[src/rtl/func_bist.sv]
// Self-test sequencer: drives LFSR operand pairs into func and folds each result into an 8-bit MISR.
// One operation in flight at a time; waits on f_busy_i per vector, watchdog aborts a hung datapath.
module func_bist #(
  parameter int unsigned N_VEC   = 16,
  parameter logic [15:0] SEED    = 16'hACE1,
  parameter int unsigned TIMEOUT = 255
) (
  input  logic       clk_i,
  input  logic       rst_i,
  input  logic       start_i,
  output logic       busy_o,
  output logic       done_o,
  output logic       err_o,
  output logic [7:0] sig_o,
  output logic [7:0] vec_cnt_o,
  output logic [7:0] f_a_o,
  output logic [7:0] f_b_o,
  output logic       f_start_o,
  input  logic       f_busy_i,
  input  logic [7:0] f_y_i
);

  localparam logic [7:0] VEC_LAST = 8'(N_VEC);
  localparam logic [7:0] TMO_LAST = 8'(TIMEOUT - 1);

  typedef enum logic [2:0] {
    S_IDLE,
    S_START,
    S_WAIT_RISE,
    S_WAIT_FALL,
    S_NEXT,
    S_DONE
  } state_t;

  state_t      state_q, state_d;
  logic [15:0] lfsr_q, lfsr_d;
  logic [7:0]  sig_q, sig_d;
  logic [7:0]  cnt_q, cnt_d;
  logic [7:0]  tmo_q, tmo_d;
  logic [7:0]  a_q, a_d;
  logic [7:0]  b_q, b_d;
  logic        err_q, err_d;
  logic        fstart_q, fstart_d;
  logic        done_q, done_d;

  always_ff @(posedge clk_i) begin
    if (rst_i) begin
      state_q  <= S_IDLE;
      lfsr_q   <= SEED;
      sig_q    <= '0;
      cnt_q    <= '0;
      tmo_q    <= '0;
      a_q      <= '0;
      b_q      <= '0;
      err_q    <= 1'b0;
      fstart_q <= 1'b0;
      done_q   <= 1'b0;
    end else begin
      state_q  <= state_d;
      lfsr_q   <= lfsr_d;
      sig_q    <= sig_d;
      cnt_q    <= cnt_d;
      tmo_q    <= tmo_d;
      a_q      <= a_d;
      b_q      <= b_d;
      err_q    <= err_d;
      fstart_q <= fstart_d;
      done_q   <= done_d;
    end
  end

  always_comb begin
    state_d  = state_q;
    lfsr_d   = lfsr_q;
    sig_d    = sig_q;
    cnt_d    = cnt_q;
    tmo_d    = tmo_q;
    a_d      = a_q;
    b_d      = b_q;
    err_d    = err_q;
    fstart_d = 1'b0;
    done_d   = 1'b0;

    case (state_q)
      S_IDLE: begin
        if (start_i) begin
          lfsr_d  = SEED;
          sig_d   = '0;
          cnt_d   = '0;
          err_d   = 1'b0;
          tmo_d   = '0;
          state_d = S_START;
        end
      end
      S_START: begin
        a_d      = lfsr_q[15:8];
        b_d      = lfsr_q[7:0];
        fstart_d = 1'b1;
        tmo_d    = '0;
        state_d  = S_WAIT_RISE;
      end
      // The watchdog budget is shared by both wait states of one operation.
      S_WAIT_RISE, S_WAIT_FALL: begin
        if ((state_q == S_WAIT_RISE) && f_busy_i) begin
          state_d = S_WAIT_FALL;
        end else if ((state_q == S_WAIT_FALL) && !f_busy_i) begin
          sig_d   = {sig_q[6:0], sig_q[7] ^ sig_q[5] ^ sig_q[4] ^ sig_q[3]} ^ f_y_i;
          cnt_d   = cnt_q + 8'd1;
          state_d = S_NEXT;
        end else if (tmo_q == TMO_LAST) begin
          err_d   = 1'b1;
          done_d  = 1'b1;
          state_d = S_DONE;
        end else begin
          tmo_d = tmo_q + 8'd1;
        end
      end
      S_NEXT: begin
        lfsr_d = {lfsr_q[14:0], lfsr_q[15] ^ lfsr_q[13] ^ lfsr_q[12] ^ lfsr_q[10]};
        if (cnt_q == VEC_LAST) begin
          done_d  = 1'b1;
          state_d = S_DONE;
        end else begin
          state_d = S_START;
        end
      end
      S_DONE: begin
        state_d = S_IDLE;
      end
      default: begin
        state_d = S_IDLE;
      end
    endcase
  end

  assign busy_o    = (state_q != S_IDLE);
  assign done_o    = done_q;
  assign err_o     = err_q;
  assign sig_o     = sig_q;
  assign vec_cnt_o = cnt_q;
  assign f_a_o     = a_q;
  assign f_b_o     = b_q;
  assign f_start_o = fstart_q;

endmodule
[config.mk]
export PLATFORM = sky130hd
export DESIGN_NAME = func_bist
export DESIGN_NICKNAME = d
export VERILOG_FILES = /design/src/rtl/func_bist.sv
export SDC_FILE = /design/constraint.sdc
export NUM_CORES = 1
export LEC_CHECK = 0
export BUFFER_PORTS_ARGS = -buffer_cell sky130_fd_sc_hd__clkbuf_2
export CAP_MARGIN = 15
export CELL_PAD_IN_SITES_DETAIL_PLACEMENT = 0
export CELL_PAD_IN_SITES_GLOBAL_PLACEMENT = 1
export CORE_UTILIZATION = 37
export DETAILED_ROUTE_END_ITERATION = 8
export PLACE_DENSITY = 0.81
export RECOVER_POWER = 50
export SLEW_MARGIN = 20
export SYNTH_ARGS = -nofsm -noshare
export SYNTH_HDL_FRONTEND = slang
export SYNTH_SLANG_ARGS = --single-unit
[constraint.sdc]
create_clock -name clk_i -period 1.67 [get_ports clk_i]
set_input_delay 0.0835 -clock clk_i [delete_from_list [all_inputs] [get_ports clk_i]]
set_output_delay 0.0835 -clock clk_i [all_outputs]
set_load 0.02 [all_outputs]
* Word-level counts from Yosys, hierarchy flattened
Index checks and enable logic that the tools add are counted.
** Storage, ports and cells
- Register bits :: 62
- Input port bits :: 12
- Output and inout port bits :: 36
- Logic and storage cells :: 76
** Operators by class
- Add/sub/neg operators :: 2
- Equality and inequality tests :: 13
- Multiplexer cells :: 30
- Bitwise gates (word level) :: 7
- Reductions and logical operators :: 14
** Operator list (number)
- $mux W8 :: 8
- $pmux W16 S2 :: 1
- $pmux W8 S2 :: 2
- $pmux W8 S3 :: 1
- $add A8 B1 Y8 const B :: 2
- $mux W16 :: 1
- $mux W3 :: 5
- $ne A2 B2 Y1 const B :: 6
- $pmux W3 S4 :: 1
- $reduce_and A5 Y1 :: 2
- $mux W1 :: 9
- $eq A8 B5 Y1 const B :: 1
- $eq A8 B8 Y1 const B :: 1
- $xor A8 B8 Y8 :: 1
- $eq A3 B2 Y1 const B :: 2
- $reduce_bool A3 Y1 :: 2
- $xor A1 B1 Y1 :: 6
- $ne A4 B4 Y1 const B :: 1
- $pmux W1 S2 :: 2
- $reduce_and A2 Y1 :: 2
- $reduce_and A4 Y1 :: 1
- $reduce_bool A2 Y1 :: 2
- $eq A3 B1 Y1 const B :: 1
- $eq A3 B3 Y1 const B :: 1
- 4 further kinds :: 5

* Depth between registers and ports, before layout
Gate-level depths: netlist (run 1).
- Word-level depth :: 7
- Depth in mapped cells :: 7
- Depth with buffers taken out :: 6

* Least setup slack after synthesis (run 1)
No wires, ideal clock.
- Path kind :: register to register
- Start :: reg state_q[0]
- End :: reg cnt_q[7], in the netlist vec_cnt_o[7]
- Library setup time :: 0.071 ns
- Arrival :: 1.589 ns
- Required time :: 1.599 ns
- Path slack :: 0.009 ns
- Cell stages (with the launch flop) :: 5
- Path buffers :: 0
- Clock period less this slack :: 1.661 ns
- Cells stage by stage :: dfxtp_1 -> or3b_1 -> a21o_1 -> or4_1 -> a21oi_1
** Between the ends
- Word-level cells in the longest chain between the ends :: 4
- Elaborated cells on any way between the ends :: 12
- Those cells by class :: 5 x eq/ne; 1 x mux; 6 x reduce/logical
** Ends and longest elaborated chain
- start: declaration :: line 35 : state_t state_q, state_d;
- start signal: assignment :: line 59 : state_q <= state_d;
- $eq A3 B2 Y1 (on tied branches) :: line 84, 104, 106
- $reduce_or A2 Y1 (tied with other cells) :: line 84 : case (state_q)
- $ne A2 B2 Y1 (no line) / $reduce_bool A2 Y1 (equally long branches)
- $reduce_and A4 Y1 (no line)
- end signal: assignment :: line 62 : cnt_q <= cnt_d;
- end: declaration :: line 38 : logic [7:0] cnt_q, cnt_d;
Several ways; a longest one is shown, not always the timed one.
A chain may end at the register's enable or synchronous reset.

* Worst setup path after layout (run 1)
Same ends and word-level chain as after synthesis.

==> results of run 1 <==
## through the flow
step                      setup TNS [ps]  setup WS [ps]  hold WS [ps]  utilization, %
final                                  0           38.5           119            48.4
after CTS                              0           4.57           111            48.4
after detailed placement           -16.0          -10.7           444            45.4
after global routing               -21.7          -11.2           126            48.4
after floorplan                        0           9.45           311               -
after global placement                 0           19.9           438            45.4
## power by group through the flow
stage	clock network (uW)	logic (uW)	registers, uW
after global routing	1410	499	1550
after detailed placement	0	450	1580
final	1320	448	1550
after global placement	0	447	1580
after floorplan	0	262	1620
after CTS	1350	455	1550
## sequential cells by signal, indices dropped and copies added, names as in the netlist
name       count
sig_o          8
vec_cnt_o      8
lfsr_q        16
state_q        3
tmo_q          8
f_a_o          8
f_start_o      1
err_o          1
f_b_o          8
done_o         1
## worst max path at each step
stage                        end  slack (ps)  cells past startpoint
floorplan           vec_cnt_o[7]           9                      4
global placement    vec_cnt_o[5]          20                      4
detailed placement  vec_cnt_o[5]         -10                      4
CTS                 vec_cnt_o[5]           5                      4
global route            tmo_q[2]         -10                      6
finish              vec_cnt_o[7]          40                      4
## cell type report
type                            count  area [um^2]  area share (%)
Multi-Input combinational cell    225         1390            41.7
Sequential cell                    62         1240            37.2
Inverter                            9         33.8            1.01
Clock buffer                        9          124            3.71
Clock inverter                      7         72.6            2.17
Tap cell                           96          120            3.59
Timing Repair Buffer               69          357            10.7
## worst max-delay path, stage by stage (launching register included)
cell and delay [ps]:
dfxtp_2 330, or3b_4 400, a21o_1 210, or4_1 500, a21oi_1 120
## repair_timing
| item | CTS | global route |
|---|---|---|
| resized for setup | 1 | 9 |
| pin swaps | 1 | 5 |
| buffers inserted | 1 | 1 |
| endpoints found under the setup margin | 3 | 10 |
| cloned | 0 | 0 |
## layer usage
metal / wire length [um] / up-vias
met5: 0 / -
li1: - / 1217
met3: 238 / 12
met4: 143 / 0
met2: 2560 / 51
met1: 2960 / 1093
## cell families (layout without fill, tap and decap cells)
group	count (synthesis)	after routing	synth area share, %
AND/OR/NAND/NOR	125	125	23.2
AO/OA/AOI/OAI	74	74	17.5
flip-flops	62	62	46.2
buffers and inverters	23	94	3.31
XOR/XNOR	16	16	5.73
multiplexers	6	6	2.24
adder cells (fa/ha/maj)	4	4	1.86
## cell usage in the layout, fill, tap and decap left out, drive strengths merged, types with 9 or more instances in the layout
master and count:
dfxtp 62, clkbuf 56, nand2 45, a21oi 29
nor2 27, buf 22, a22oi 17, nand2b 14
inv 10, xor2 9, o31ai 9
==> impl_metrics.py, run 1 <==
metrics = {
    "status": {
        "outcome": "finished clean",
    },
    "cells_and_area": {
        "fin_cells": 477,
        "final_nets": 392,
        "n_antenna_cell": 0,
        "synthToLayoutAreaGrowth_pct": 24.5,
        "fill_cells": 703,
        "stdcell_area_um2": 3340,
        "drive_gt1_share_pct": 17.6,
    },
    "sta": {
        "finalSetupViolations": 0,
        "min_period_ps": 1630,
        "fin_skew_ps": 7.84,
        "max_freq_ghz": 0.613,
        "hold_violations": 0,
        "timing.final.max_slew_violations": 0,
        "slew_headroom_pct": 57.7,
        "finalCritPeriodShare_pct": 97.7,
        "rsz0062_at_grt": "true",
        "tightestPinTransition_ps": 630,
    },
    "drt": {
        "wire_per_inst_um": 12.4,
        "firstDrtPassIters": 4,
        "postRouteWirelength_mm": 5.91,
        "drt_iter0_markers": 88,
        "postRouteAntennaNets": 0,
        "via_per_inst": 4.97,
        "vias": 2373,
        "drc": 0,
    },
    "clocking": {
        "clock_sinks": 62,
        "cts_root_buf": "clkbuf_8",
        "clock_path_buffers": 2,
        "clk_latency_ps": 340,
        "tritoncts": "done",
        "numCtsBuffers": 9,
        "h-tree-depth": 3,
        "cts.clk_slew.worst_paths_ps": 70,
        "hold_buffers": 0,
    },
    "grt": {
        "grt_util_met3_pct": 5.50,
        "busiest_layer": "met2",
        "grt.overflow.total": 0,
        "use_met2_pct": 23.7,
        "grt_first_pass_wirelength_mm": 9.71,
        "grt_use_met1_pct": 22.2,
        "grt_max_degree": 33,
        "grt_pass1_vias": 2078,
        "antenna_found_initial": 0,
        "grt_usage_pct": 16.6,
    },
    "min_path": {
        "min_from": "f_y_i[7]",
        "hold_path_end": "sig_o[7]",
        "hold_path_class": "in -> reg",
        "hold_path_depth": 4,
    },
    "floorplan": {
        "dieArea_um2": 7600,
        "io_pins": 48,
        "rows": 30,
        "die_x_um": 87.2,
        "coreArea_um2": 6910,
        "dieHeight_um": 87.2,
        "start_util_pct": 38.9,
    },
    "logic_synthesis": {
        "async_flop_share_pct": 0,
        "ys_ff_latch": 62,
        "ys_types": 42,
        "synth_common_cells": "dfxtp_1 (62), nand2_1 (45), a21oi_1 (29), nor2_1 (27), a22oi_1 (17)",
        "synthCells": 310,
        "yosysSeqAreaShare_pct": 46.2,
        "synth_nets": 326,
        "yosys.area.top_type": "dfxtp_1",
        "synth_ff_type": "dfxtp_1",
        "synth.most_common_cell": "dfxtp_1",
        "yosys.area.top_type_share_pct": 46.2,
        "ys_top_cells_by_area": "dfxtp_1 (46%), nand2_1 (6.3%), a21oi_1 (5.4%), a22oi_1 (4.8%), nor2_1 (3.8%)",
        "yosys_warnings": 0,
        "synth.avg_cell_area_um2": 8.67,
        "synth_edf_count": 0,
        "synth.cell_area_um2": 2690,
    },
    "power_and_ir_drop": {
        "comb_power_share_pct": 13.5,
        "vdd.ir_drop.worst_v": 0.000429,
        "leakagePower_uw": 0.00121,
        "power_frac_seq_pct": 46.7,
        "clock_power_share_pct": 39.8,
        "swShare_pct": 28.3,
        "finalPower_uw": 3320,
        "pwr_density_cell_nw_per_um2": 992,
        "p_switching_uw": 939,
        "power.internal_uw": 2380,
    },
    "placed_design": {
        "post_dp_cell_area_um2": 3140,
        "gp_congestion": 0.804,
        "dp.cells": 459,
        "dp_hpwl_mm": 4.11,
        "portBuffers": 47,
    },
    "setup_path": {
        "crit_type": "reg -> reg",
        "worstReg2RegStart": "state_q[0]",
        "cp-end-kind": "flop",
        "ff2ff_setup_slack_ps": 40,
        "cp_max_fo": 5,
        "cp_data_arrival_time_ps": 1910,
        "required_ps": 1950,
        "worst_setup_path_start_kind": "flop",
        "cp-startpoint": "state_q[0]",
        "reg2regPathDepth": 4,
        "r2r-end": "vec_cnt_o[7]",
    },
    "flow_run": {
        "drv_cap": 0,
    },
}
No activity file was read; power rests on OpenSTA's default activity.
==> inputs of run 2 (changes only) <==
==> constraint.sdc (replaced) <==
create_clock -name clk_i -period 1.67 [get_ports clk_i]
set_input_delay 0.167 -clock clk_i [delete_from_list [all_inputs] [get_ports clk_i]]
set_output_delay 0.167 -clock clk_i [all_outputs]
set_load 0.02 [all_outputs]
==> impl_metrics.py, run 2 (synthesis gave the netlist of run 1 again) <==
metrics = {
    "status": {
        "outcome": "finished clean",
    },
    "sta": {
        "tightestPinTransition_ps": 663,
        "min_period_ps": 1610,
        "fin_skew_ps": 7.23,
        "max_freq_ghz": 0.620,
        "timing.final.max_slew_violations": 0,
        "rsz0062_at_grt": "true",
        "hold_violations": 0,
        "finalSetupViolations": 0,
        "setup_tns_ps": 0,
        "finalCritPeriodShare_pct": 96.6,
        "slew_headroom_pct": 55.5,
    },
    "flow_run": {
        "drv_cap": 0,
    },
    "cells_and_area": {
        "drive_gt1_share_pct": 20.5,
        "final_util_pct": 49.2,
        "layout_commonest_cell": "dfxtp_1",
        "top_register": "lfsr_q",
        "final_nets": 392,
        "synthToLayoutAreaGrowth_pct": 26.5,
        "largest_reg_flops": 16,
        "layout_common_cells": "dfxtp_1 (57), nand2_1 (45), clkbuf_1 (35)",
        "n_antenna_cell": 0,
    },
    "drt": {
        "wire_per_inst_um": 12.7,
        "via_per_inst": 4.98,
        "drt_iter0_markers": 72,
        "postRouteWirelength_mm": 6.04,
        "drc": 0,
        "vias": 2375,
        "firstDrtPassIters": 4,
        "postRouteAntennaNets": 0,
    },
    "power_and_ir_drop": {
        "leakagePower_uw": 0.00122,
        "vdd.ir_drop.worst_v": 0.000389,
        "pwr_density_cell_nw_per_um2": 955,
    },
    "setup_path": {
        "worst_setup_path_start_kind": "flop",
        "required_ps": 1890,
        "crit_type": "reg -> reg",
        "cp_max_fo": 10,
        "cp_data_arrival_time_ps": 1830,
        "cp-end-kind": "flop",
    },
    "grt": {
        "grt_usage_pct": 17.2,
        "grt.overflow.total": 0,
        "antenna_found_initial": 0,
        "grt_first_pass_wirelength_mm": 10.1,
        "grt_max_degree": 38,
        "grt_pass1_vias": 2167,
    },
    "clocking": {
        "h-tree-depth": 3,
        "hold_buffers": 0,
        "cts_root_buf": "clkbuf_8",
        "clk_latency_ps": 340,
        "numCtsBuffers": 9,
        "clock_path_buffers": 2,
        "cts.clk_slew.worst_paths_ps": 70,
        "tritoncts": "done",
        "clock_sinks": 62,
    },
    "floorplan": {
        "dieArea_um2": 7600,
        "rows": 30,
        "coreArea_um2": 6910,
        "die_x_um": 87.2,
        "start_util_pct": 38.9,
        "dieHeight_um": 87.2,
        "io_pins": 48,
    },
    "min_path": {
        "hold_path_class": "in -> reg",
    },
    "placed_design": {
        "portBuffers": 47,
        "dp_hpwl_mm": 4.05,
        "gp_congestion": 0.792,
    },
}
==> run 2: layout make-up <==
| type | instances | area (um^2) |
|---|---|---|
| fillers | 729 | 3510 |
| multi-input cells | 225 | 1430 |
| flip-flops and latches | 62 | 1250 |
| repair buffers | 69 | 388 |
| clock buffers | 10 | 138 |
| well taps | 96 | 120 |
| clock inverters | 6 | 45.0 |
| inverters | 9 | 33.8 |
==> run 2: final timing paths <==
check             startpoint      endpoint  slack [ps]  depth (start not counted)
setup / recovery  state_q[1]  vec_cnt_o[1]          60                          6
hold reg to reg        err_o         err_o         450                          2
setup reg to reg  state_q[1]  vec_cnt_o[1]          60                          6
hold / removal      f_y_i[6]      sig_o[6]         200                          4
==> run 2: per-layer routing <==
layer / part of all wire (%) / global-route usage (%)
met1: 50 / 23.3
met2: 45 / 25.9
met3: 4.3 / 4.08
met4: 1.4 / 7.60
met5: 0 / 0
==> run 2: repair_timing <==
action | CTS | global route
endpoints found under the setup margin | 3 | 15
pin swaps | 1 | 10
setup buffers | 1 | 0
gates resized for setup | 1 | 25
endpoints found under the hold margin | 0 | 0
==> run 2: worst max-delay path, cell delays in order (launching register included) <==
cell     delay (ps)
dfxtp_2         330
or3b_4          400
a21o_1          250
buf_6           140
buf_6           140
a22oi_1         180
nor2_1           50
==> run 2: report_power, final <==
group | leakage [uW] | total, uW | internal, uW | switching (uW)
registers | 0.000504 | 1550 | 1520 | 25.6
clock network | 0.0000849 | 1220 | 583 | 632
logic | 0.000631 | 480 | 181 | 300
==> run 2: metrics by stage <==
step | area (um^2) | hold WS [ps] | total power, uW | cells | worst slack [ps]
final | 3400 | 197 | 3250 | 477 | 57.1
after CTS | 3350 | 197 | 3260 | 477 | 11.7
after detailed placement | 3160 | 445 | 2040 | 460 | -34.2
after global placement | 3160 | 438 | 2030 | 460 | 4.38
after floorplan | 2690 | 394 | 1880 | 310 | 9.45
after global routing | 3400 | 217 | 3420 | 477 | -20.1
